**src/rtl/lsu_ctrl.sv**
```systemverilog
// Load/store unit controller: decodes RV32 load/store size and alignment, issues a single
// word-aligned memory request, waits for ack or timeout, then retires with an extended load result.
module lsu_ctrl #(
    parameter int unsigned TMO_CYCLES = 255
) (
    input  logic        clk,
    input  logic        rst,
    input  logic        ld_req,
    input  logic        st_req,
    input  logic [31:0] addr,
    input  logic [31:0] st_data,
    input  logic [2:0]  l_length,
    input  logic [1:0]  s_length,
    output logic        mem_req,
    output logic        mem_we,
    output logic [31:0] mem_addr,
    output logic [31:0] mem_wdata,
    output logic [3:0]  mem_bmask,
    input  logic [31:0] mem_rdata,
    input  logic        mem_ack,
    output logic        stall,
    output logic [31:0] ld_data,
    output logic        ld_valid,
    output logic        fault,
    output logic        tmo,
    output logic [1:0]  dbg_state
);

    typedef enum logic [1:0] {
        S_IDLE = 2'd0,
        S_WAIT = 2'd1,
        S_DONE = 2'd2
    } state_e;

    state_e      state_q, state_d;
    logic        we_q, uns_q, is_ld_q;
    logic [31:0] addr_q, wdata_q, ld_data_q;
    logic [3:0]  bmask_q;
    logic [1:0]  off_q, size_q;
    logic [7:0]  cnt_q;

    logic        any_req, len_ok, align_ok, req_ok, accept, tmo_hit;
    logic [1:0]  req_size;
    logic [3:0]  st_bmask;
    logic [31:0] st_wdata, ld_ext;
    logic [7:0]  rd_byte;
    logic [15:0] rd_half;

    // Load wins when both request lines are set; the store is silently dropped.
    always_comb begin
        any_req  = ld_req | st_req;
        req_size = ld_req ? l_length[1:0] : s_length;
        len_ok   = ld_req ? (l_length inside {3'b000, 3'b001, 3'b010, 3'b100, 3'b101})
                          : (s_length != 2'b11);
        case (req_size)
            2'd0:    align_ok = 1'b1;
            2'd1:    align_ok = ~addr[0];
            2'd2:    align_ok = (addr[1:0] == 2'b00);
            default: align_ok = 1'b0;
        endcase
        req_ok = len_ok & align_ok;
    end

    always_comb begin
        case (s_length)
            2'b00: begin
                st_bmask = 4'b0001 << addr[1:0];
                st_wdata = {4{st_data[7:0]}};
            end
            2'b01: begin
                st_bmask = 4'b0011 << {addr[1], 1'b0};
                st_wdata = {2{st_data[15:0]}};
            end
            default: begin
                st_bmask = 4'b1111;
                st_wdata = st_data;
            end
        endcase
    end

    always_comb begin
        case (off_q)
            2'd0:    rd_byte = mem_rdata[7:0];
            2'd1:    rd_byte = mem_rdata[15:8];
            2'd2:    rd_byte = mem_rdata[23:16];
            default: rd_byte = mem_rdata[31:24];
        endcase
        rd_half = off_q[1] ? mem_rdata[31:16] : mem_rdata[15:0];
        case (size_q)
            2'd0:    ld_ext = uns_q ? {24'd0, rd_byte} : {{24{rd_byte[7]}}, rd_byte};
            2'd1:    ld_ext = uns_q ? {16'd0, rd_half} : {{16{rd_half[15]}}, rd_half};
            default: ld_ext = mem_rdata;
        endcase
    end

    assign tmo_hit = (cnt_q == 8'(TMO_CYCLES - 1));

    always_comb begin
        state_d  = state_q;
        accept   = 1'b0;
        stall    = 1'b0;
        fault    = 1'b0;
        tmo      = 1'b0;
        mem_req  = 1'b0;
        ld_valid = 1'b0;
        case (state_q)
            S_IDLE: begin
                if (any_req) begin
                    if (req_ok) begin
                        accept  = 1'b1;
                        stall   = 1'b1;
                        state_d = S_WAIT;
                    end else begin
                        fault = 1'b1;
                    end
                end
            end
            S_WAIT: begin
                mem_req = 1'b1;
                stall   = 1'b1;
                if (mem_ack) begin
                    state_d = S_DONE;
                end else if (tmo_hit) begin
                    tmo     = 1'b1;
                    state_d = S_DONE;
                end
            end
            S_DONE: begin
                ld_valid = is_ld_q;
                state_d  = S_IDLE;
            end
            default: state_d = S_IDLE;
        endcase
    end

    always_ff @(posedge clk) begin
        if (rst) begin
            state_q   <= S_IDLE;
            we_q      <= 1'b0;
            uns_q     <= 1'b0;
            is_ld_q   <= 1'b0;
            addr_q    <= 32'd0;
            wdata_q   <= 32'd0;
            bmask_q   <= 4'd0;
            off_q     <= 2'd0;
            size_q    <= 2'd0;
            cnt_q     <= 8'd0;
            ld_data_q <= 32'd0;
        end else begin
            state_q <= state_d;
            if (accept) begin
                we_q    <= ~ld_req;
                is_ld_q <= ld_req;
                uns_q   <= ld_req & l_length[2];
                addr_q  <= {addr[31:2], 2'b00};
                wdata_q <= ld_req ? 32'd0 : st_wdata;
                bmask_q <= ld_req ? 4'b1111 : st_bmask;
                off_q   <= addr[1:0];
                size_q  <= req_size;
                cnt_q   <= 8'd0;
            end
            // Ack takes precedence over a timeout landing in the same cycle.
            if (state_q == S_WAIT) begin
                if (mem_ack) begin
                    if (is_ld_q) ld_data_q <= ld_ext;
                end else if (tmo_hit) begin
                    ld_data_q <= 32'd0;
                end else begin
                    cnt_q <= cnt_q + 8'd1;
                end
            end
        end
    end

    assign mem_we    = we_q;
    assign mem_addr  = addr_q;
    assign mem_wdata = wdata_q;
    assign mem_bmask = bmask_q;
    assign ld_data   = ld_data_q;
    assign dbg_state = state_q;

endmodule

```
**config.mk**
```make
export PLATFORM = sky130hd
export DESIGN_NAME = lsu_ctrl
export DESIGN_NICKNAME = d
export VERILOG_FILES = /design/src/rtl/lsu_ctrl.sv
export SDC_FILE = /design/constraint.sdc
export NUM_CORES = 1
export LEC_CHECK = 0
export CORE_MARGIN = 10
export CORE_UTILIZATION = 46
export DETAILED_ROUTE_END_ITERATION = 12
export HOLD_SLACK_MARGIN = 0.15
export PLACE_DENSITY = 0.82
export SLEW_MARGIN = 25
export SYNTH_ARGS = -nofsm -noshare
export SYNTH_HDL_FRONTEND = slang
export SYNTH_SLANG_ARGS = --single-unit
```
**constraint.sdc**
```tcl
create_clock -name clk -period 2.1 [get_ports clk]
set_clock_uncertainty 0.05 [all_clocks]
set_input_delay 0.42 -clock clk [delete_from_list [all_inputs] [get_ports clk]]
set_output_delay 0.42 -clock clk [all_outputs]
set_load 0.01 [all_outputs]
```
# Yosys cells after proc, flatten, opt, wreduce, memory -nomap -nowiden
# Index checks and enable logic that the tools add are counted.
[totals] input_bits=106 output_inout_bits=108 wordCells=84 register_bits=115
[op_classes] addsub=1 reduce_logical=11 eq_ne=18 n_shift=2 bitwise=5 mux=36
[ops] op="2-to-1 mux 32 bit" count=6
[ops] op="one-hot mux 32 bit (2 select lines)" count=2
[ops] op="2-to-1 mux 8 bit" count=4
[ops] op="one-hot mux 8 bit (3 select lines)" count=1
[ops] op="2-to-1 mux 16 bit" count=1
[ops] op="logical NOT 2 bit" count=6
[ops] op="2-to-1 mux 1 bit" count=12
[ops] op="== test 2 x 1 -> 1 bit, second input constant" count=5
[ops] op="2-to-1 mux 2 bit" count=5
[ops] op="adder 8 x 1 -> 8 bit, second input constant" count=1
[ops] op="== test 8 bit, second input constant" count=1
[ops] op="one-hot mux 4 bit (2 select lines)" count=1
[ops] op="== test 2 bit, second input constant" count=3
[ops] op="== test 3 bit, second input constant" count=2
[ops] op="inequality test 2 bit, second input constant" count=3
[ops] op="AND reduction 3 bit" count=2
[ops] op="nonzero test 5 bit" count=1
[ops] op="2-to-1 mux 4 bit" count=1
[ops] op="one-hot mux 2 bit (2 select lines)" count=1
[ops] op="<< shifter 1 x 2 -> 4 bit, first input constant" count=1
[ops] op="<< shifter 2 x 2 -> 4 bit, first input constant" count=1
[ops] op="== test 3 x 1 -> 1 bit, second input constant" count=1
[ops] op="== test 3 x 2 -> 1 bit, second input constant" count=1
[ops] op="logical NOT 3 bit" count=1
[ops] op="8 further kinds" count=10

# Logic depth before layout (Yosys ltp)
[depth] depth_word=11 depth_mapped=7 ltp_nobuf=6

# Worst setup path after synthesis
# No wires, ideal clock.
[synth_timing] path_kind="in2out" startpoint="input s_length[1]" endpoint="output stall" slack_ns=0.037 arrival_time_ns=1.593 path_buffers=3 cell_stages=7 t_required_ns=1.630 path_cell_list="buf_2 > nand2_1 > o21ai_0 > a211o_1 > buf_6 > buf_4 > nand2_1"
[synth_between] elab_chain_len=7 elab_cells_between_ends=11 cone_classes="eq/ne: 3; mux: 6; bitwise: 1; reduce/logical: 1"
[synth_lines] item="start: declaration" line="13" source="input logic [1:0] s_length,"
[synth_lines] item="2-to-1 mux 2 bit" line="52" source="req_size = ld_req ? l_length[1:0] : s_length;"
[synth_lines] item="== test 2 bit, or another cell as far along" line="55" source="case (req_size)"
[synth_lines] item="one-hot mux 1 bit (3 select lines)" line="55"
[synth_lines] item="AND 1 bit *" line="61" source="req_ok = len_ok & align_ok;"
[synth_lines] item="2-to-1 mux 1 bit *" line="109" source="if (req_ok) begin"
[synth_lines] item="2-to-1 mux 1 bit *" line="108" source="if (any_req) begin"
[synth_lines] item="one-hot mux 1 bit (2 select lines) *" line="106" source="case (state_q)"
[synth_lines] item="end: declaration" line="21" source="output logic stall,"
# Every way passes the cells marked *; elsewhere a longest branch is shown, timed or not.

# Worst setup path after layout
[layout_timing] startpoint="input addr[1]" endpoint="output stall"
[layout_between] elab_chain_len=6
[layout_lines] item="start: declaration" line="10" source="input logic [31:0] addr,"
[layout_lines] item="logical NOT 2 bit" line="58" source="2'd2: align_ok = (addr[1:0] == 2'b00);"
[layout_lines] item="one-hot mux 1 bit (3 select lines)" line="55"
[layout_lines] item="AND 1 bit" line="61"
[layout_lines] item="2-to-1 mux 1 bit" line="109"
[layout_lines] item="2-to-1 mux 1 bit" line="108"
[layout_lines] item="one-hot mux 1 bit (2 select lines)" line="106"
# No other way between the ends.

==> insert_results.sql <==
INSERT INTO impl_metrics (metric_group, metric, value, unit) VALUES
('outcome', 'outcome', 'completed', ''),
('global_routing', 'grt_start_max_net_pins', '60', ''),
('cts', 'holdBufCountCts', '0', ''),
('routing', 'final_antenna_net_count', '0', ''),
('global_routing', 'grt_util_met2', '36.40', '%'),
('timing', 'worst-slew-pin-transition', '0.7107', 'ns'),
('place', 'place_area', '8491', 'µm²'),
('floorplanning', 'fp.dieArea', '18130', 'µm²'),
('floorplanning', 'start_util', '47.52', '%'),
('global_routing', 'gr-usage-all-layers', '21.08', '%'),
('timing', 'setup_ws', '0.04916', 'ns'),
('worst_setup_path', 'crit_type', 'in -> out', ''),
('synthesis', 'netlist_instances', '636', ''),
('cells_and_area', 'final_core_util', '71.17', '%'),
('place', 'globalplace.congestion', '0.8620', ''),
('timing', 'final-max-slew-violation-count', '0', ''),
('cells_and_area', 'final_std_cell_area_no_fill', '9055', 'µm²'),
('worst_setup_path', 'cp_cell_sequence', 'clkdlybuf4s50_1 > nor2_2 > o21ai_2 > a211o_2 > nand2_2 > buf_6', ''),
('worst_hold_path', 'min-delay-path-class', 'in -> reg', ''),
('pwr', 'max-vdd-ir-drop', '390.2', 'µV'),
('synthesis', 'ys_types', '56', ''),
('synthesis', 'synth.cells.most_frequent', 'sky130_fd_sc_hd__nand2b_1 (120), sky130_fd_sc_hd__dfxtp_1 (115), sky130_fd_sc_hd__mux2i_1 (82)', ''),
('cells_and_area', 'register_area', '2303', 'µm²'),
('floorplanning', 'placementRows', '41', ''),
('synthesis', 'most_common_cell_in_the_synthesized_netlist', 'sky130_fd_sc_hd__nand2b_1', ''),
('timing', 'max_clock_freq', '0.4876', 'GHz'),
('cells_and_area', 'syn2layout_area_growth', '49.77', '%'),
('cts', 'cts_max_level', '4', ''),
('timing', 'slew-limit-headroom', '52.57', '%'),
('synthesis', 'synth.ff_latch_count', '115', ''),
('cells_and_area', 'multi_input_comb_area', '3462', 'µm²'),
('worst_setup_path', 'worstSetupStartpoint', 'addr[1]', ''),
('global_routing', 'gr-total-overflow', '0', ''),
('pwr', 'power.density', '681.2', 'nW/µm²'),
('cells_and_area', 'final_net_count', '967', ''),
('floorplanning', 'coreArea', '12720', 'µm²'),
('worst_setup_path', 'timing.critical_path.max_delay_family', 'buffers and inverters', ''),
('worst_setup_path', 'critical_path.slowest_cell', 'sky130_fd_sc_hd__clkdlybuf4s50_1', ''),
('routing', 'vias_per_cell', '5.324', ''),
('global_routing', 'initial_antenna_violation_count', '3', ''),
('synthesis', 'synth_area_leader_cell', 'sky130_fd_sc_hd__dfxtp_1', ''),
('worst_setup_path', 'critPathArrivalTime', '1.58', 'ns'),
('cts', 'cts-buffers-inserted', '17', ''),
('routing', 'total_drc_errors_in_the_routed_layout', '0', ''),
('worst_setup_path', 'timing.critical_path.required', '1.63', 'ns'),
('cts', 'cts_buffer_depth', '2', ''),
('timing', 'setup_violations', '0', ''),
('cts', 'cts.reportedPaths.clkPinSlew', '0.05', 'ns'),
('global_routing', 'via_count_of_the_first_global_routing_pass', '5892', ''),
('cts', 'clock_sinks', '115', ''),
('place', 'dp_hpwl', '15.00', 'mm'),
('synthesis', 'number_of_enable_flip_flop_cells_after_synthesis', '0', ''),
('place', 'preCtsSetupSlack', '-0.8165', 'ns'),
('synthesis', 'synth_top_area_share', '38.08', '%'),
('timing', 'setup_total_negative_slack', '0', 'ns'),
('global_routing', 'gr-usage-met3', '9.199', '%'),
('worst_setup_path', 'startpoint_class_of_the_critical_path', 'input port', ''),
('cells_and_area', 'final-instance-count-excl-fill', '1043', ''),
('cells_and_area', 'drive_gt1_share', '16.57', '%'),
('timing', 'final-hold-violation-count', '0', ''),
('synthesis', 'syn-mean-instance-area', '9.506', 'µm²'),
('routing', 'drt-wirelength-per-cell', '18.72', 'µm'),
('worst_setup_path', 'cpPeakStageDelay', '0.43', 'ns'),
('flow_run', 'cap_violations', '0', ''),
('routing', 'drtIter0Drc', '337', ''),
('timing', 'fin_crit_period', '2.051', 'ns'),
('routing', 'drt-pass1-iter-count', '5', ''),
('synthesis', 'synth_top_flop_cell', 'sky130_fd_sc_hd__dfxtp_1', ''),
('place', 'io_buffers', '211', ''),
('cells_and_area', 'nFillCells', '1004', ''),
('place', 'placed_cells', '1011', '');
==> flip-flops by register name, indices dropped and copies added (netlist names) <==
signal and flops:
uns_q 1, ld_data 32, mem_addr 30, dbg_state 2, off_q 2, size_q 2
mem_we 1, cnt_q 8, mem_bmask 4, is_ld_q 1, mem_wdata 32
==> what timing repair did <==
item                       4_1_cts  5_1_grt
pin swaps                        0        3
gates resized for setup         31       11
setup buffers                    1        0
setup endpoints to repair       39        3
==> layout make-up <==
class,instances,share of cell area (%)
Clock buffer,23,5.278
Clock inverter,6,0.3593
Inverter,16,0.6633
Multi-Input combinational cell,454,38.23
Sequential cell,115,25.44
Antenna cell,2,0.05527
Tap cell,172,2.377
Timing Repair Buffer,255,27.59
==> power by group <==
part,switching (W),internal [W]
clock network,0.000978,0.00157
registers,0.0000678,0.00229
logic,0.000563,0.000707
==> path summary, 6_finish.rpt <==
path | end | slack (ns) | cells past startpoint
worst max-delay path | stall | 0.05 | 6
worst min-delay path | uns_q$_SDFFE_PP0P_ | 0.29 | 3
worst max register to register | cnt_q[5]$_SDFF_PP0_ | 0.18 | 5
worst min register to register | ld_data[13]$_SDFFE_PP0P_ | 0.40 | 1
==> per-layer routing <==
layer	up-vias	share of wire (%)	routed length (µm)
met5	-	0.072	14
met4	2	2.5	486
met3	38	8.7	1708
met2	199	50	9795
met1	2655	39	7525
li1	2659	-	-
==> cells by family (layout without fill, tap and decap cells) <==
family | count (synthesis) | after routing | share of synthesized area, %
AOI/OAI and AO/OA | 104 | 104 | 13.04
adders and majority gates | 2 | 2 | 0.4138
buffers and inverters | 68 | 300 | 5.526
DFF | 115 | 115 | 38.08
muxes | 119 | 119 | 20.94
other | 1 | 4 | 0.06203
and+or+nand+nor | 227 | 227 | 21.94
==> cells in the final DEF, fill, tap and decap left out, types with 3 or more instances in the layout <==
cell type / n
sky130_fd_sc_hd__a21o_1: 8
sky130_fd_sc_hd__a21oi_1: 21
sky130_fd_sc_hd__a21oi_2: 3
sky130_fd_sc_hd__a221oi_1: 9
sky130_fd_sc_hd__buf_12: 5
sky130_fd_sc_hd__buf_4: 39
sky130_fd_sc_hd__buf_6: 4
sky130_fd_sc_hd__clkbuf_1: 3
sky130_fd_sc_hd__clkbuf_16: 17
sky130_fd_sc_hd__clkbuf_8: 3
sky130_fd_sc_hd__clkdlybuf4s50_1: 198
sky130_fd_sc_hd__clkinv_2: 5
sky130_fd_sc_hd__dfxtp_1: 114
sky130_fd_sc_hd__dlygate4sd2_1: 7
sky130_fd_sc_hd__inv_1: 16
sky130_fd_sc_hd__mux2_2: 31
sky130_fd_sc_hd__mux2i_1: 82
sky130_fd_sc_hd__nand2_1: 46
sky130_fd_sc_hd__nand2b_1: 119
sky130_fd_sc_hd__nand3_1: 3
sky130_fd_sc_hd__nand3b_1: 5
sky130_fd_sc_hd__nor2_1: 11
sky130_fd_sc_hd__nor2b_1: 8
sky130_fd_sc_hd__nor3b_1: 4
sky130_fd_sc_hd__o211ai_1: 10
sky130_fd_sc_hd__o21ai_0: 17
sky130_fd_sc_hd__o22ai_1: 4
sky130_fd_sc_hd__o2bb2ai_1: 9
sky130_fd_sc_hd__o2bb2ai_2: 9
sky130_fd_sc_hd__or3b_2: 8
sky130_fd_sc_hd__or4_1: 3
==> metrics by stage <==
step | hold slack, ns | total power (W)
2_1_floorplan | 0.4243 | 0.003023
3_3_place_gp | 0.3870 | 0.003620
3_5_place_dp | 0.3943 | 0.003656
4_1_cts | 0.4057 | 0.006193
5_1_grt | 0.2922 | 0.006405
6_report | 0.2904 | 0.006168
==> tightest hold or removal path, cell delays in order <==
cell,delay [ns]
sky130_fd_sc_hd__dlymetal6s2s_1,0.14
sky130_fd_sc_hd__nand3b_1,0.08
sky130_fd_sc_hd__mux2i_1,0.06
Power figures use the tool's default switching activity.
==> edit (same flow settings) <==
Make the reset (`rst`) asynchronous in one clocked block.
--- a/src/rtl/lsu_ctrl.sv
+++ b/src/rtl/lsu_ctrl.sv
@@ -135,3 +135,3 @@
 
-    always_ff @(posedge clk) begin
+    always_ff @(posedge clk or posedge rst) begin
         if (rst) begin
Function: differs if rst is asserted again (counterexample within 4 cycles, from zero or initial values and one cycle with rst high); with rst held inactive, the same outputs for 4 cycles.
==> edit against the unedited design <==
Count of clock-buffer cells in the layout grew 1. Global-route usage increased by 0.12 points. Final area is 0.64% lower. Largest cell class is now sequential cells. Critical path depth unchanged. Routed wire length fell by 3.6%. Sequential cell count stayed put. Fmax decreased by 1.2%. Non-clock buffer count is 3 higher. Area after synthesis shrank 3.2%. Cell count is 12% lower. First-iteration DRC count is 8.0% higher. Worst setup slack lost 0.026 ns. Core utilization up 0.71 points.
Power is not compared: it rests on default switching activity, and its combinational part moved more than twofold at a synthesized area within 25%.
==> edit: results (changes against the unedited design) <==
[run_status]
outcome=complete, no violations

[synthesis]
synthArstFlopShare_pct=100.0  ; +100 points
dominantRegCellSynth=dfrtp_1
synth_compound_area_share_pct=13.75  ; +0.72 points
synth-xor-area-share_pct=0.1497  ; +0.15 points
synth_seq_area_share_pct=49.20  ; +11 points
synthMuxAreaShare_pct=22.27  ; +1.3 points
synth_cell_type_count=50  ; -11%
synth_common_cells=115 x dfrtp_1, 42 x mux2i_1, 37 x mux2_4, 35 x nand2_1
synth_fa_ha_area_share_pct=0.4278  ; +0.014 points
synth_area_leaders=dfrtp_1 49%, mux2_4 9.5%, mux2i_1 7.2%, mux2_2 5.6%, a221o_1 2.7%

[setup_path]
r2r_setup_slack_ns=0.16  ; -0.02 ns
critPathSlowestCell=mux2_4
cp.arrival_ns=1.61  ; +0.03 ns
reg2reg_depth=8  ; +3
timing.rr.start=cnt_q[0]
reg2reg_to=ld_data[25]
worst_path_largest_cell_delay_ns=0.30  ; -0.13 ns
cp_top_family=buffers and inverters
worstSetupStartpoint=l_length[0]
path_max_fanout=3  ; +1

[sta]
hold-worst-slack_ns=0.2927  ; +0.002260 ns
tightest_slew_ns=0.7504  ; +0.03968 ns

[drt]
vias=4939  ; -11%
detail-route-antenna-nets=0  ; unchanged
drtIter0Drc=364  ; +8.0%
drt_pass1_iterations=4  ; -1
wl_mm=18.83  ; -3.6%

[final_layout]
fillers=894  ; -11%
nets=844  ; -13%
diodes=0  ; -2
drive_gt1_share_pct=20.75  ; +4.2 points

[hold_path]
hold_class=in -> reg
min_path_cells=3  ; unchanged
holdPathEnd=uns_q
hp-start=l_length[2]

[placement]
place.gp.congestion=0.8796  ; +2.0%
place_hpwl_mm=14.08  ; -6.2%

[clock_tree]
clockBufferDepth=2  ; unchanged
clk_transition_reported_paths_ns=0.05  ; about the same
numCtsBuffers=17  ; unchanged
htreeDepth=4  ; unchanged

[global_route]
grt_pass1_vias=5510  ; -6.5%
grt_pass1_wl_mm=29.95  ; -2.6%
grt_antenna_before_repair=1  ; -2
grt.total_usage_pct=21.20  ; +0.12 points
grt_max_degree=116  ; +93%

[power_and_ir_drop]
irDropWorstVdd_mv=0.7600
p_leak_nw=3.943

[edit: report_power, final]
group | internal (mW) | switching, mW | leakage, nW | total (mW)
Combinational | 3.27 | 2.23 | 2.23 | 5.49
Sequential | 3.22 | 0.721 | 1.43 | 3.95
Clock | 1.97 | 0.952 | 0.282 | 2.92
[edit: area by class of cell]
class / count / area share [%]
clock buffer: 24 / 5.020
clock inverter: 6 / 1.446
inverter: 23 / 1.001
multi-input combinational: 321 / 30.16
sequential: 115 / 31.98
tap: 172 / 2.392
timing repair buffer: 258 / 27.99
[edit: cell families after synthesis]
logic type | count (synthesis)
flip-flops | 115
AND/OR/NAND/NOR | 102
adder cells (fa/ha/maj) | 2
AO/OA/AOI/OAI | 106
XOR/XNOR | 1
other | 1
multiplexers | 108
buffers and inverters | 57
[edit: metal layers]
layer	up-vias	track usage [%]	share of wire [%]
met4	2	7.335	1.9
met1	2413	23.82	40
met5	-	0	0.069
li1	2267	-	-
met3	26	8.781	9.0
met2	231	35.54	49
[edit: through the flow]
| step | setup TNS [ns] | setup slack (ns) | cell area, µm² | std cells |
|---|---|---|---|---|
| after floorplan | 0 | 0.1354 | 5857 | 493 |
| after global placement | -38.30 | -0.7246 | 8358 | 885 |
| after detailed placement | -40.11 | -0.7956 | 8361 | 885 |
| after CTS | -0.05270 | -0.05270 | 8980 | 918 |
| after global routing | -0.02740 | -0.01622 | 8997 | 919 |
| final | 0 | 0.02357 | 8997 | 919 |
[edit: repair_timing]
action                                  4_1_cts  5_1_grt
endpoints found under the hold margin         0        0
cloned                                        0        0
setup buffers                                 3        1
gates resized for setup                      27       10
endpoints found under the setup margin       75        7
pin swaps                                     3        4
